[src/rtl/call_pkg.sv]
// Shared types and constants for the call-setup controller.
// Category encodings match the billing block's category input.
package call_pkg;

    typedef enum logic [2:0] {
        ST_IDLE,
        ST_DIAL,
        ST_RING,
        ST_TALK,
        ST_RELEASE
    } state_e;

    localparam logic [1:0] CAT_NONE    = 2'b00;
    localparam logic [1:0] CAT_LOCAL   = 2'b01;
    localparam logic [1:0] CAT_LONG    = 2'b10;
    localparam logic [1:0] CAT_SPECIAL = 2'b11;

    localparam logic [3:0] KEY_HASH      = 4'hB;
    localparam logic [3:0] KEY_MAX_DIGIT = 4'd9;

    // Both timers share one width, sized for the longer timeout.
    function automatic int timer_width(input int a, input int b);
        return $clog2(((a > b) ? a : b) + 1);
    endfunction

endpackage

[src/rtl/call_setup_if.sv]
// Subscriber-side signals of the call-setup controller: card, hook, keypad,
// callee answer and billing cut in; line/category/status out.
interface call_setup_if;
    logic       card;
    logic       offhook;
    logic       key_valid;
    logic [3:0] key_digit;
    logic       answer;
    logic       cut;
    logic       on;
    logic [1:0] category;
    logic       dialing;
    logic       busy_tone;
    logic [3:0] digit_cnt;

    modport master (
        output card, offhook, key_valid, key_digit, answer, cut,
        input  on, category, dialing, busy_tone, digit_cnt
    );

    modport slave (
        input  card, offhook, key_valid, key_digit, answer, cut,
        output on, category, dialing, busy_tone, digit_cnt
    );
endinterface

[src/rtl/call_timer.sv]
// Loadable down counter used for the dial and ring timeouts.
// Holds at zero; expired is high whenever the count is zero.
module call_timer #(
    parameter int W = 7
) (
    input  logic         clk_4Hz,
    input  logic         clrn,
    input  logic         load,
    input  logic         en,
    input  logic [W-1:0] load_value,
    output logic         expired
);

    logic [W-1:0] cnt_q;

    always_ff @(posedge clk_4Hz or negedge clrn) begin
        if (!clrn) begin
            cnt_q <= '0;
        end else if (load) begin
            cnt_q <= load_value;
        end else if (en && (cnt_q != '0)) begin
            cnt_q <= cnt_q - 1'b1;
        end
    end

    assign expired = (cnt_q == '0);

endmodule

[src/rtl/call_setup.sv]
// Call-setup controller feeding the billing block (on/category) on the 4 Hz tick.
// Optional macro CALL_REDIAL_EN: '#' as first key replays the last call that reached RING.
//
// state      | meaning
// -----------+--------------------------------------------------------
// ST_IDLE    | no card or handset down; waiting for card + offhook
// ST_DIAL    | collecting digits, dial timer running
// ST_RING    | number complete, waiting for callee, ring timer running
// ST_TALK    | callee answered, line connected to billing
// ST_RELEASE | call ended or timed out; busy tone until hang-up
module call_setup
    import call_pkg::*;
#(
    parameter int LOCAL_DIGITS   = 7,
    parameter int LONG_DIGITS    = 11,
    parameter int SPECIAL_DIGITS = 3,
    parameter int DIAL_TIMEOUT   = 40,
    parameter int RING_TIMEOUT   = 120
) (
    input logic         clk_4Hz,
    input logic         clrn,
    call_setup_if.slave bus
);

    localparam int TMR_W = timer_width(DIAL_TIMEOUT, RING_TIMEOUT);

    state_e     state_q, state_d;
    logic [1:0] cat_q, cat_d;
    logic [3:0] cnt_q, cnt_d;
    logic [3:0] req_q, req_d;
    logic       pend_q, pend_d;
    logic       on_q, dialing_q, busy_q;

    logic       dial_load, ring_load;
    logic       dial_expired, ring_expired;
    logic       abort, is_digit;
    logic [3:0] cnt_inc;

    assign abort    = !bus.card || !bus.offhook;
    assign is_digit = bus.key_valid && (bus.key_digit <= KEY_MAX_DIGIT);
    assign cnt_inc  = (cnt_q == 4'hF) ? cnt_q : cnt_q + 4'd1;

`ifdef CALL_REDIAL_EN
    logic       rd_valid_q;
    logic [1:0] rd_cat_q;
    logic [3:0] rd_cnt_q;
    logic       redial_hit;

    assign redial_hit = bus.key_valid && (bus.key_digit == KEY_HASH) &&
                        (cnt_q == 4'd0) && rd_valid_q;
`endif

    always_comb begin
        state_d   = state_q;
        cat_d     = cat_q;
        cnt_d     = cnt_q;
        req_d     = req_q;
        pend_d    = pend_q;
        dial_load = 1'b0;
        ring_load = 1'b0;
        if (abort) begin
            state_d = ST_IDLE;
            cat_d   = CAT_NONE;
            cnt_d   = 4'd0;
            req_d   = 4'd0;
            pend_d  = 1'b0;
        end else begin
            case (state_q)
                ST_IDLE: begin
                    state_d   = ST_DIAL;
                    dial_load = 1'b1;
                    cat_d     = CAT_NONE;
                    cnt_d     = 4'd0;
                    req_d     = 4'd0;
                    pend_d    = 1'b0;
                end
                ST_DIAL: begin
                    if (is_digit) begin
                        cnt_d     = cnt_inc;
                        dial_load = 1'b1;
                        if (cnt_q == 4'd0) begin
                            if (bus.key_digit == 4'd0) begin
                                req_d = 4'(LONG_DIGITS);
                                cat_d = CAT_LONG;
                            end else if (bus.key_digit == 4'd1) begin
                                pend_d = 1'b1;
                            end else begin
                                req_d = 4'(LOCAL_DIGITS);
                                cat_d = CAT_LOCAL;
                            end
                        end else if (pend_q) begin
                            // a leading '1' is only resolved by the second digit
                            pend_d = 1'b0;
                            if (bus.key_digit == 4'd1) begin
                                req_d = 4'(SPECIAL_DIGITS);
                                cat_d = CAT_SPECIAL;
                            end else begin
                                req_d = 4'(LONG_DIGITS);
                                cat_d = CAT_LONG;
                            end
                        end
                        if (cnt_inc == req_d) begin
                            state_d   = ST_RING;
                            ring_load = 1'b1;
                        end
                    end
`ifdef CALL_REDIAL_EN
                    else if (redial_hit) begin
                        cat_d     = rd_cat_q;
                        cnt_d     = rd_cnt_q;
                        req_d     = rd_cnt_q;
                        state_d   = ST_RING;
                        ring_load = 1'b1;
                    end
`endif
                    else if (dial_expired) begin
                        state_d = ST_RELEASE;
                    end
                end
                ST_RING: begin
                    if (bus.answer) begin
                        state_d = ST_TALK;
                    end else if (ring_expired) begin
                        state_d = ST_RELEASE;
                    end
                end
                ST_TALK: begin
                    if (bus.cut || !bus.answer) begin
                        state_d = ST_RELEASE;
                    end
                end
                ST_RELEASE: begin
                    cat_d = CAT_NONE;
                end
                default: begin
                    state_d = ST_IDLE;
                end
            endcase
        end
    end

    // Line/status outputs follow the registered state one tick later.
    always_ff @(posedge clk_4Hz or negedge clrn) begin
        if (!clrn) begin
            state_q   <= ST_IDLE;
            cat_q     <= CAT_NONE;
            cnt_q     <= 4'd0;
            req_q     <= 4'd0;
            pend_q    <= 1'b0;
            on_q      <= 1'b0;
            dialing_q <= 1'b0;
            busy_q    <= 1'b0;
        end else begin
            state_q   <= state_d;
            cat_q     <= cat_d;
            cnt_q     <= cnt_d;
            req_q     <= req_d;
            pend_q    <= pend_d;
            on_q      <= !abort && (state_q == ST_TALK);
            dialing_q <= !abort && (state_q == ST_DIAL);
            busy_q    <= !abort && (state_q == ST_RELEASE);
        end
    end

`ifdef CALL_REDIAL_EN
    // The stored call survives hang-up; only reset invalidates it.
    always_ff @(posedge clk_4Hz or negedge clrn) begin
        if (!clrn) begin
            rd_valid_q <= 1'b0;
            rd_cat_q   <= CAT_NONE;
            rd_cnt_q   <= 4'd0;
        end else if ((state_q == ST_DIAL) && (state_d == ST_RING)) begin
            rd_valid_q <= 1'b1;
            rd_cat_q   <= cat_d;
            rd_cnt_q   <= req_d;
        end
    end
`endif

    call_timer #(.W(TMR_W)) u_dial_timer (
        .clk_4Hz    (clk_4Hz),
        .clrn       (clrn),
        .load       (dial_load),
        .en         (state_q == ST_DIAL),
        .load_value (TMR_W'(DIAL_TIMEOUT)),
        .expired    (dial_expired)
    );

    call_timer #(.W(TMR_W)) u_ring_timer (
        .clk_4Hz    (clk_4Hz),
        .clrn       (clrn),
        .load       (ring_load),
        .en         (state_q == ST_RING),
        .load_value (TMR_W'(RING_TIMEOUT)),
        .expired    (ring_expired)
    );

    assign bus.on        = on_q;
    assign bus.category  = cat_q;
    assign bus.dialing   = dialing_q;
    assign bus.busy_tone = busy_q;
    assign bus.digit_cnt = cnt_q;

endmodule

[src/flat_wrapper.sv]
// flat-port wrapper written by rule: the top's interface ports become plain ports
module call_setup_flat import call_pkg::*;
#(
    parameter int LOCAL_DIGITS   = 7,
    parameter int LONG_DIGITS    = 11,
    parameter int SPECIAL_DIGITS = 3,
    parameter int DIAL_TIMEOUT   = 40,
    parameter int RING_TIMEOUT   = 120
)
  (clk_4Hz, clrn, bus_card, bus_offhook, bus_key_valid, bus_key_digit, bus_answer, bus_cut, bus_on, bus_category, bus_dialing, bus_busy_tone, bus_digit_cnt);
  call_setup_if bus_i ();
  input logic clk_4Hz;
  input logic clrn;
  input wire logic [$bits(bus_i.card)-1:0] bus_card;
  input wire logic [$bits(bus_i.offhook)-1:0] bus_offhook;
  input wire logic [$bits(bus_i.key_valid)-1:0] bus_key_valid;
  input wire logic [$bits(bus_i.key_digit)-1:0] bus_key_digit;
  input wire logic [$bits(bus_i.answer)-1:0] bus_answer;
  input wire logic [$bits(bus_i.cut)-1:0] bus_cut;
  output wire logic [$bits(bus_i.on)-1:0] bus_on;
  output wire logic [$bits(bus_i.category)-1:0] bus_category;
  output wire logic [$bits(bus_i.dialing)-1:0] bus_dialing;
  output wire logic [$bits(bus_i.busy_tone)-1:0] bus_busy_tone;
  output wire logic [$bits(bus_i.digit_cnt)-1:0] bus_digit_cnt;
  assign bus_i.card = bus_card;
  assign bus_i.offhook = bus_offhook;
  assign bus_i.key_valid = bus_key_valid;
  assign bus_i.key_digit = bus_key_digit;
  assign bus_i.answer = bus_answer;
  assign bus_i.cut = bus_cut;
  assign bus_on = bus_i.on;
  assign bus_category = bus_i.category;
  assign bus_dialing = bus_i.dialing;
  assign bus_busy_tone = bus_i.busy_tone;
  assign bus_digit_cnt = bus_i.digit_cnt;
  call_setup #(.LOCAL_DIGITS(LOCAL_DIGITS), .LONG_DIGITS(LONG_DIGITS), .SPECIAL_DIGITS(SPECIAL_DIGITS), .DIAL_TIMEOUT(DIAL_TIMEOUT), .RING_TIMEOUT(RING_TIMEOUT)) u_core (.clk_4Hz(clk_4Hz), .clrn(clrn), .bus(bus_i));
endmodule
[config.mk]
export PLATFORM = sky130hd
export DESIGN_NAME = call_setup_flat
export DESIGN_NICKNAME = d
export VERILOG_FILES = /design/src/rtl/call_pkg.sv /design/src/rtl/call_setup_if.sv /design/src/rtl/call_timer.sv /design/src/rtl/call_setup.sv /design/src/flat_wrapper.sv
export SDC_FILE = /design/constraint.sdc
export NUM_CORES = 1
export LEC_CHECK = 0
export ABC_CLOCK_PERIOD_IN_PS = 3030
export CAP_MARGIN = 10
export CORE_UTILIZATION = 45
export CTS_BUF_LIST = sky130_fd_sc_hd__clkbuf_8 sky130_fd_sc_hd__clkbuf_16
export DETAILED_ROUTE_END_ITERATION = 16
export PLACE_DENSITY = 0.74
export SLEW_MARGIN = 20
export SYNTH_ARGS = -nofsm -noshare
export SYNTH_HDL_FRONTEND = slang
export SYNTH_SLANG_ARGS = --single-unit
[constraint.sdc]
create_clock -name clk_4Hz -period 3.03 [get_ports clk_4Hz]
set_clock_uncertainty 0.05 [all_clocks]
set_input_delay 0.4545 -clock clk_4Hz [delete_from_list [all_inputs] [get_ports clk_4Hz]]
set_output_delay 0.4545 -clock clk_4Hz [all_outputs]
set_load 0.01 [all_outputs]
# --- Word-level counts from Yosys, hierarchy flattened ---
# Cells that the tools add are included.
word_totals:
  register_bits: 31
  out_inout_bits: 9
  word_cells: 107
op_classes:
  n_addsub: 3
  magnitude_cmp: 1
  n_eq_ne: 17
  mux: 48
  n_reduce_logical: 28
op_table:
  columns: ["operator", "n"]
  rows:
  - ["two-way mux 4 bit", 13]
  - ["two-way mux 7 bit", 4]
  - ["two-way mux 3 bit", 7]
  - ["one-hot mux 4 bit (2 select lines)", 2]
  - ["one-hot mux 3 bit (5 select lines)", 1]
  - ["logical NOT 7 bit", 2]
  - ["nonzero test 7 bit", 2]
  - ["subtractor 7 x 1 -> 7 bit, second input constant", 2]
  - ["two-way mux 1 bit", 12]
  - ["two-way mux 2 bit", 6]
  - ["inequality test 4 x 3 -> 1 bit, second input constant", 3]
  - ["logical NOT 4 bit", 2]
  - ["inequality test 4 x 1 -> 1 bit, second input constant", 2]
  - ["AND reduction 4 bit", 2]
  - ["equality test 3 x 2 -> 1 bit, second input constant", 2]
  - ["logical AND 1 bit", 6]
  - ["inequality test 3 x 1 -> 1 bit, second input constant", 2]
  - ["nonzero test 3 bit", 2]
  - ["inequality test 5 x 4 -> 1 bit, second input constant", 1]
  - ["AND reduction 5 bit", 1]
  - ["adder 4 x 1 -> 4 bit, second input constant", 1]
  - ["equality test 4 x 1 -> 1 bit, second input constant", 1]
  - ["equality test 4 bit", 1]
  - ["equality test 4 bit, second input constant", 1]
  - ["other kinds (13)", 19]

# --- Longest topological paths before layout ---
logic_depth:
  ltp_word: 13
  mapped_depth: 8
  ltp_nobuf: 8

# --- Cells and area by module ---
# A second synthesis with hierarchy kept.
unflattened:
  hier_cells: 222
  hier_area_um2: 1988.2
by_module_without_submodules:
  columns: ["module", "n_inst", "cells_per_inst", "area_per_inst_um2", "seq_area_each_um2"]
  rows:
  - ["call_setup", 1, 118, 1064.8, 425.4]
  - ["call_timer", 2, 52, 461.7, 175.2]

# --- Least setup slack after synthesis ---
# Ideal clock, no wire load.
synth_path:
  kind: "flip-flop to flip-flop"
  startpoint: "register u_core.cnt_q[0] (netlist: u_core.bus.digit_cnt[0])"
  endpoint: "register u_core.u_ring_timer.cnt_q[0]"
  setup_ns: 0.119
  arrival_time_ns: 2.516
  t_required_ns: 2.861
  slack_ns: 0.345
  path_stages_with_launch: 9
  path_cell_list: "dfrtp_1 > inv_1 > ha_1 > nor3b_2 > mux2_2 > or3_1 > a211oi_2 > nand4_1 > and2_1"
synth_via:
  elab_chain_cells: 11
  elab_cells_between_ends: 15
  classes_between: "add/sub (1); eq/ne (2); mux (10); reduce/logical (2)"
synth_lines:
  columns: ["element", "line_no", "source"]
  rows:
  - ["start: declaration", "call_setup.sv:29", "logic [3:0] cnt_q, cnt_d;"]
  - ["start signal: assignment", "call_setup.sv:156", "cnt_q <= cnt_d;"]
  - ["logical NOT 4 bit", "call_setup.sv:81", "if (cnt_q == 4'd0) begin"]
  - ["two-way mux 4 bit", "call_setup.sv:81", null]
  - ["two-way mux 4 bit", "call_setup.sv:78", "if (is_digit) begin"]
  - ["two-way mux 4 bit", "call_setup.sv:68", "case (state_q)"]
  - ["two-way mux 4 bit", "call_setup.sv:61", "if (abort) begin"]
  - ["equality test 4 bit *", "call_setup.sv:102", "if (cnt_inc == req_d) begin"]
  - ["two-way mux 1 bit *", "call_setup.sv:102", null]
  - ["two-way mux 1 bit *", "call_setup.sv:78", null]
  - ["two-way mux 1 bit *", "call_setup.sv:68", null]
  - ["two-way mux 1 bit *", "call_setup.sv:61", null]
  - ["two-way mux 7 bit or nonzero test 2 bit (tied branches)", null, null]
  - ["end signal: assignment", "call_timer.sv:20", "cnt_q <= load_value;"]
  - ["end signal: assignment", "call_timer.sv:22", "cnt_q <= cnt_q - 1'b1;"]
  - ["end: declaration", "call_timer.sv:14", "logic [W-1:0] cnt_q;"]
# Mark *: on every way between the ends. The rest lies on a longest branch, timed or not. The select of a mux whose other input is x is not followed.
# A chain may end at the register's enable or synchronous reset.

# --- Worst setup path after layout ---
layout_path:
  startpoint: "input bus_key_digit[3]"
  endpoint: "register u_core.u_ring_timer.cnt_q[3]"
layout_via:
  elab_chain_cells: 13
  elab_cells_between_ends: 19
  classes_between: "order compare (1); eq/ne (2); mux (13); reduce/logical (3)"
layout_lines:
  columns: ["element", "line_no", "source"]
  rows:
  - ["start: declaration", "flat_wrapper.sv:17", "input wire logic [$bits(bus_i.key_digit)-1:0] bus_key_digit;"]
  - ["equality test 4 x 1 -> 1 bit", "call_setup.sv:85, call_setup.sv:94", null]
  - ["two-way mux 4 bit (on tied branches)", "call_setup.sv:85, call_setup.sv:94", null]
  - ["two-way mux 4 bit (on tied branches)", "call_setup.sv:82, call_setup.sv:91", null]
  - ["two-way mux 4 bit", "call_setup.sv:81", null]
  - ["two-way mux 4 bit", "call_setup.sv:78", null]
  - ["two-way mux 4 bit", "call_setup.sv:68", null]
  - ["two-way mux 4 bit", "call_setup.sv:61", null]
  - ["equality test 4 bit", "call_setup.sv:102", null]
  - ["two-way mux 1 bit", "call_setup.sv:102", null]
  - ["two-way mux 1 bit *", "call_setup.sv:78", null]
  - ["two-way mux 1 bit *", "call_setup.sv:68", null]
  - ["two-way mux 1 bit *", "call_setup.sv:61", null]
  - ["two-way mux 7 bit or nonzero test 2 bit (tied branches)", null, null]
# Marked as above.

==> impl_metrics.csv <==
group,metric,value,unit
timing,worst_pin_slew,0.5741,ns
cts,cts_buffers,5,
setup_path,path_class,"primary input to flop",
cts,cts_resized,0,
synth,syn_area,1777,um2
power,p_comb_frac,0.222,
hold_path,min_path_type,"flop to flop",
setup_path,r2r_setup_slack,0.51,ns
route,first_iter_violations,101,
layout,areaGrowthSynthToFinish,23.24,%
power,clockPowerShare,0.307,
timing,rsz0062_at_grt,"false",
cts,root_buffer,"clkbuf_8",
power,p_per_area,522.7,nW/um2
synth,ys_ff_latch,31,
global_routing,gr-total-overflow,0,
timing,drv_slew,0,
power,ir_drop,0.0003893,V
cts,clockBufferDepth,2,
cts,clock-sinks,31,
cts,cts_tree,"yes",
route,vias_per_cell,5.461,
global_routing,grt_max_degree,32,
route,detail-route-antenna-nets,0,
layout,final_nets,237,
synth,avgSynthCellArea,9.451,um2
setup_path,cp-end-kind,"flop",
synth,async_flop_share,1.000,
timing,period_minus_slack,2.701,ns
placed_design,portBuffers,19,
placed_design,gp_congestion,0.7914,
power,fin_total_pwr,1.145,mW
setup_path,crit_required,3.19,ns
global_routing,antenna_found_initial,0,
timing,fmax,0.3702,GHz
floorplanning,fp.coreArea,3716,um2
floorplanning,io_pins,20,
cts,htreeDepth,2,
synth,ys_types,49,
synth,yosysWarnings,0,
timing,hold_viol,0,
outcome,outcome,"complete, no violations",
synth,postSynthCellCount,188,
power,p_int,0.8030,mW
timing,relSlewSlack,0.6137,
synth,syn-num-nets,205,
floorplanning,die_x,64.84,um
layout,drive_above_1_share,0.1176,
route,routedWlPerCell,13.30,um
layout,insertedDiodeCount,0,
route,drc,0,
timing,finalCritPeriodShare,0.8914,
power,power.switching,0.3415,mW
global_routing,grt_pass1_vias,1429,
synth,yosysSeqAreaShare,0.4366,
cts,cts_setup_buffers,0,
power,power.share.sequential,0.472,
layout,fin_area,2190,um2
placed_design,hpwl,2.569,mm
power,power_leakage,0.9715,nW
cts,cts_hold_buffers,0,
floorplanning,rows,22,
cts,clkLatencyLatePin,0.28,ns
synth,synth_edf_count,0,
placed_design,placed_area,2090,um2
floorplanning,die-area,4204,um2
global_routing,track_usage,0.1976,
timing,setup_tns,0,ns
layout,finish.utilization,0.5892,
route,wl,3.578,mm
setup_path,worstPathArrival,2.86,ns
route,vias,1469,
global_routing,grt_pass1_wl,6.203,mm
cts,clk_pin_slew,0.06,ns
route,drt-pass1-iter-count,4,
power,switching_share,0.2984,
timing,setup-violations-final,0,
setup_path,setup.worst_path.start_class,"primary input",
floorplanning,dieHeight,64.84,um
setup_path,cp_max_fo,6,
synth,ys.flop_type,"dfrtp_1",
run,cap_violations,0,
floorplanning,start_util,0.4781,
-- cell usage after synthesis, types with 3 or more instances --
library cell,instances,area share
and2_1,3,0.011
nor2_1,14,0.030
clkbuf_1,4,0.0084
or3_1,6,0.021
xor2_1,6,0.030
nand3_1,9,0.025
ha_1,6,0.042
nand2b_1,3,0.011
mux2_2,3,0.019
nor4_1,4,0.014
dfrtp_1,31,0.44
o21ai_0,12,0.034
mux2i_1,4,0.023
xnor2_1,7,0.035
a31oi_1,6,0.021
a21oi_1,5,0.014
nor3_1,5,0.014
inv_1,11,0.023
nand2_1,17,0.036
-- metrics by stage --
stage	hold WS, ns	instances	worst slack (ns)
after floorplan	0.1089	188	0.3446
final	0.4529	269	0.3290
after global placement	0.4330	261	0.05571
after CTS	0.4494	269	0.3280
after detailed placement	0.4353	261	0.03959
after global routing	0.4663	269	0.1855
-- area by class of cell --
cell class | instances | area (um2)
Timing Repair Buffer | 30 | 272.8
Multi-Input combinational cell | 141 | 939.7
Fill cell | 336 | 1526
Tap cell | 48 | 60.06
Clock inverter | 1 | 3.754
Sequential cell | 31 | 775.7
Clock buffer | 7 | 96.34
Inverter | 11 | 41.29
-- power by group through the flow --
stage	clock network, mW	logic, mW	registers, mW
2_1_floorplan	0	0.184	0.529
3_3_place_gp	0	0.239	0.545
3_5_place_dp	0	0.252	0.545
4_1_cts	0.363	0.256	0.539
5_1_grt	0.384	0.294	0.549
6_report	0.351	0.254	0.540
-- sequential cells by signal, indices dropped and copies added (netlist names) --
name,flops
u_core.bus.dialing,1
u_core.u_ring_timer.cnt_q,7
u_core.bus.category,2
u_core.pend_q,1
u_core.bus.digit_cnt,4
u_core.bus.on,1
u_core.req_q,4
u_core.bus.busy_tone,1
u_core.u_dial_timer.cnt_q,7
u_core.state_q,3
-- routing by layer --
metal,global-route usage,up-vias,routed length [um]
met2,0.3112,28,1652
met4,0.09722,0,63
met3,0.05986,5,129
li1,-,735,-
met1,0.2441,701,1732
met5,0,-,0
-- final timing paths --
| kind | from | to | depth (start not counted) |
|---|---|---|---|
| max in group asynchronous | clrn | u_core.u_ring_timer.cnt_q[1] | 2 |
| min in group asynchronous | clrn | u_core.bus.category[1] | 2 |
| max | bus_key_digit[3] | u_core.u_ring_timer.cnt_q[3] | 8 |
| min reg2reg | u_core.req_q[0] | u_core.req_q[0] | 1 |
| min | u_core.req_q[0] | u_core.req_q[0] | 1 |
| max reg2reg | u_core.bus.digit_cnt[0] | u_core.u_ring_timer.cnt_q[3] | 9 |
-- cell families (layout without fill, tap and decap cells) --
group | Yosys count | count (layout) | share of synthesized area
compound gates | 42 | 42 | 0.1620
flops | 31 | 31 | 0.4366
fa+ha+maj | 6 | 6 | 0.04225
mux | 7 | 7 | 0.04155
xor+xnor | 13 | 13 | 0.06408
buf+inv | 16 | 49 | 0.03450
simple gates | 73 | 73 | 0.2190
-- worst max-delay path, stage by stage --
cell,delay (ns)
clkdlybuf4s50_1,0.42
or4b_4,0.56
mux2_2,0.29
or3_1,0.36
a211oi_2,0.25
nand4_1,0.25
buf_4,0.22
nand3_1,0.06
-- cell usage in the layout (no fill, tap or decap), types with 2 or more instances in the layout --
cell type and count:
nor2_1 14, mux2_2 3, buf_4 11, nand2b_1 3, nor3_1 5, dfrtp_1 31
o21ai_0 12, inv_1 12, clkbuf_8 7, nand3_1 9, mux2i_1 4, a211oi_1 2
nand2_1 17, xor2_1 6, a31oi_1 6, a21oi_1 5, nor4_1 4, and2_1 3
clkdlybuf4s50_1 19, or3_1 6, xnor2_1 7, a21o_1 2, ha_1 6
Note: power is estimated with default switching activity, not from simulation.
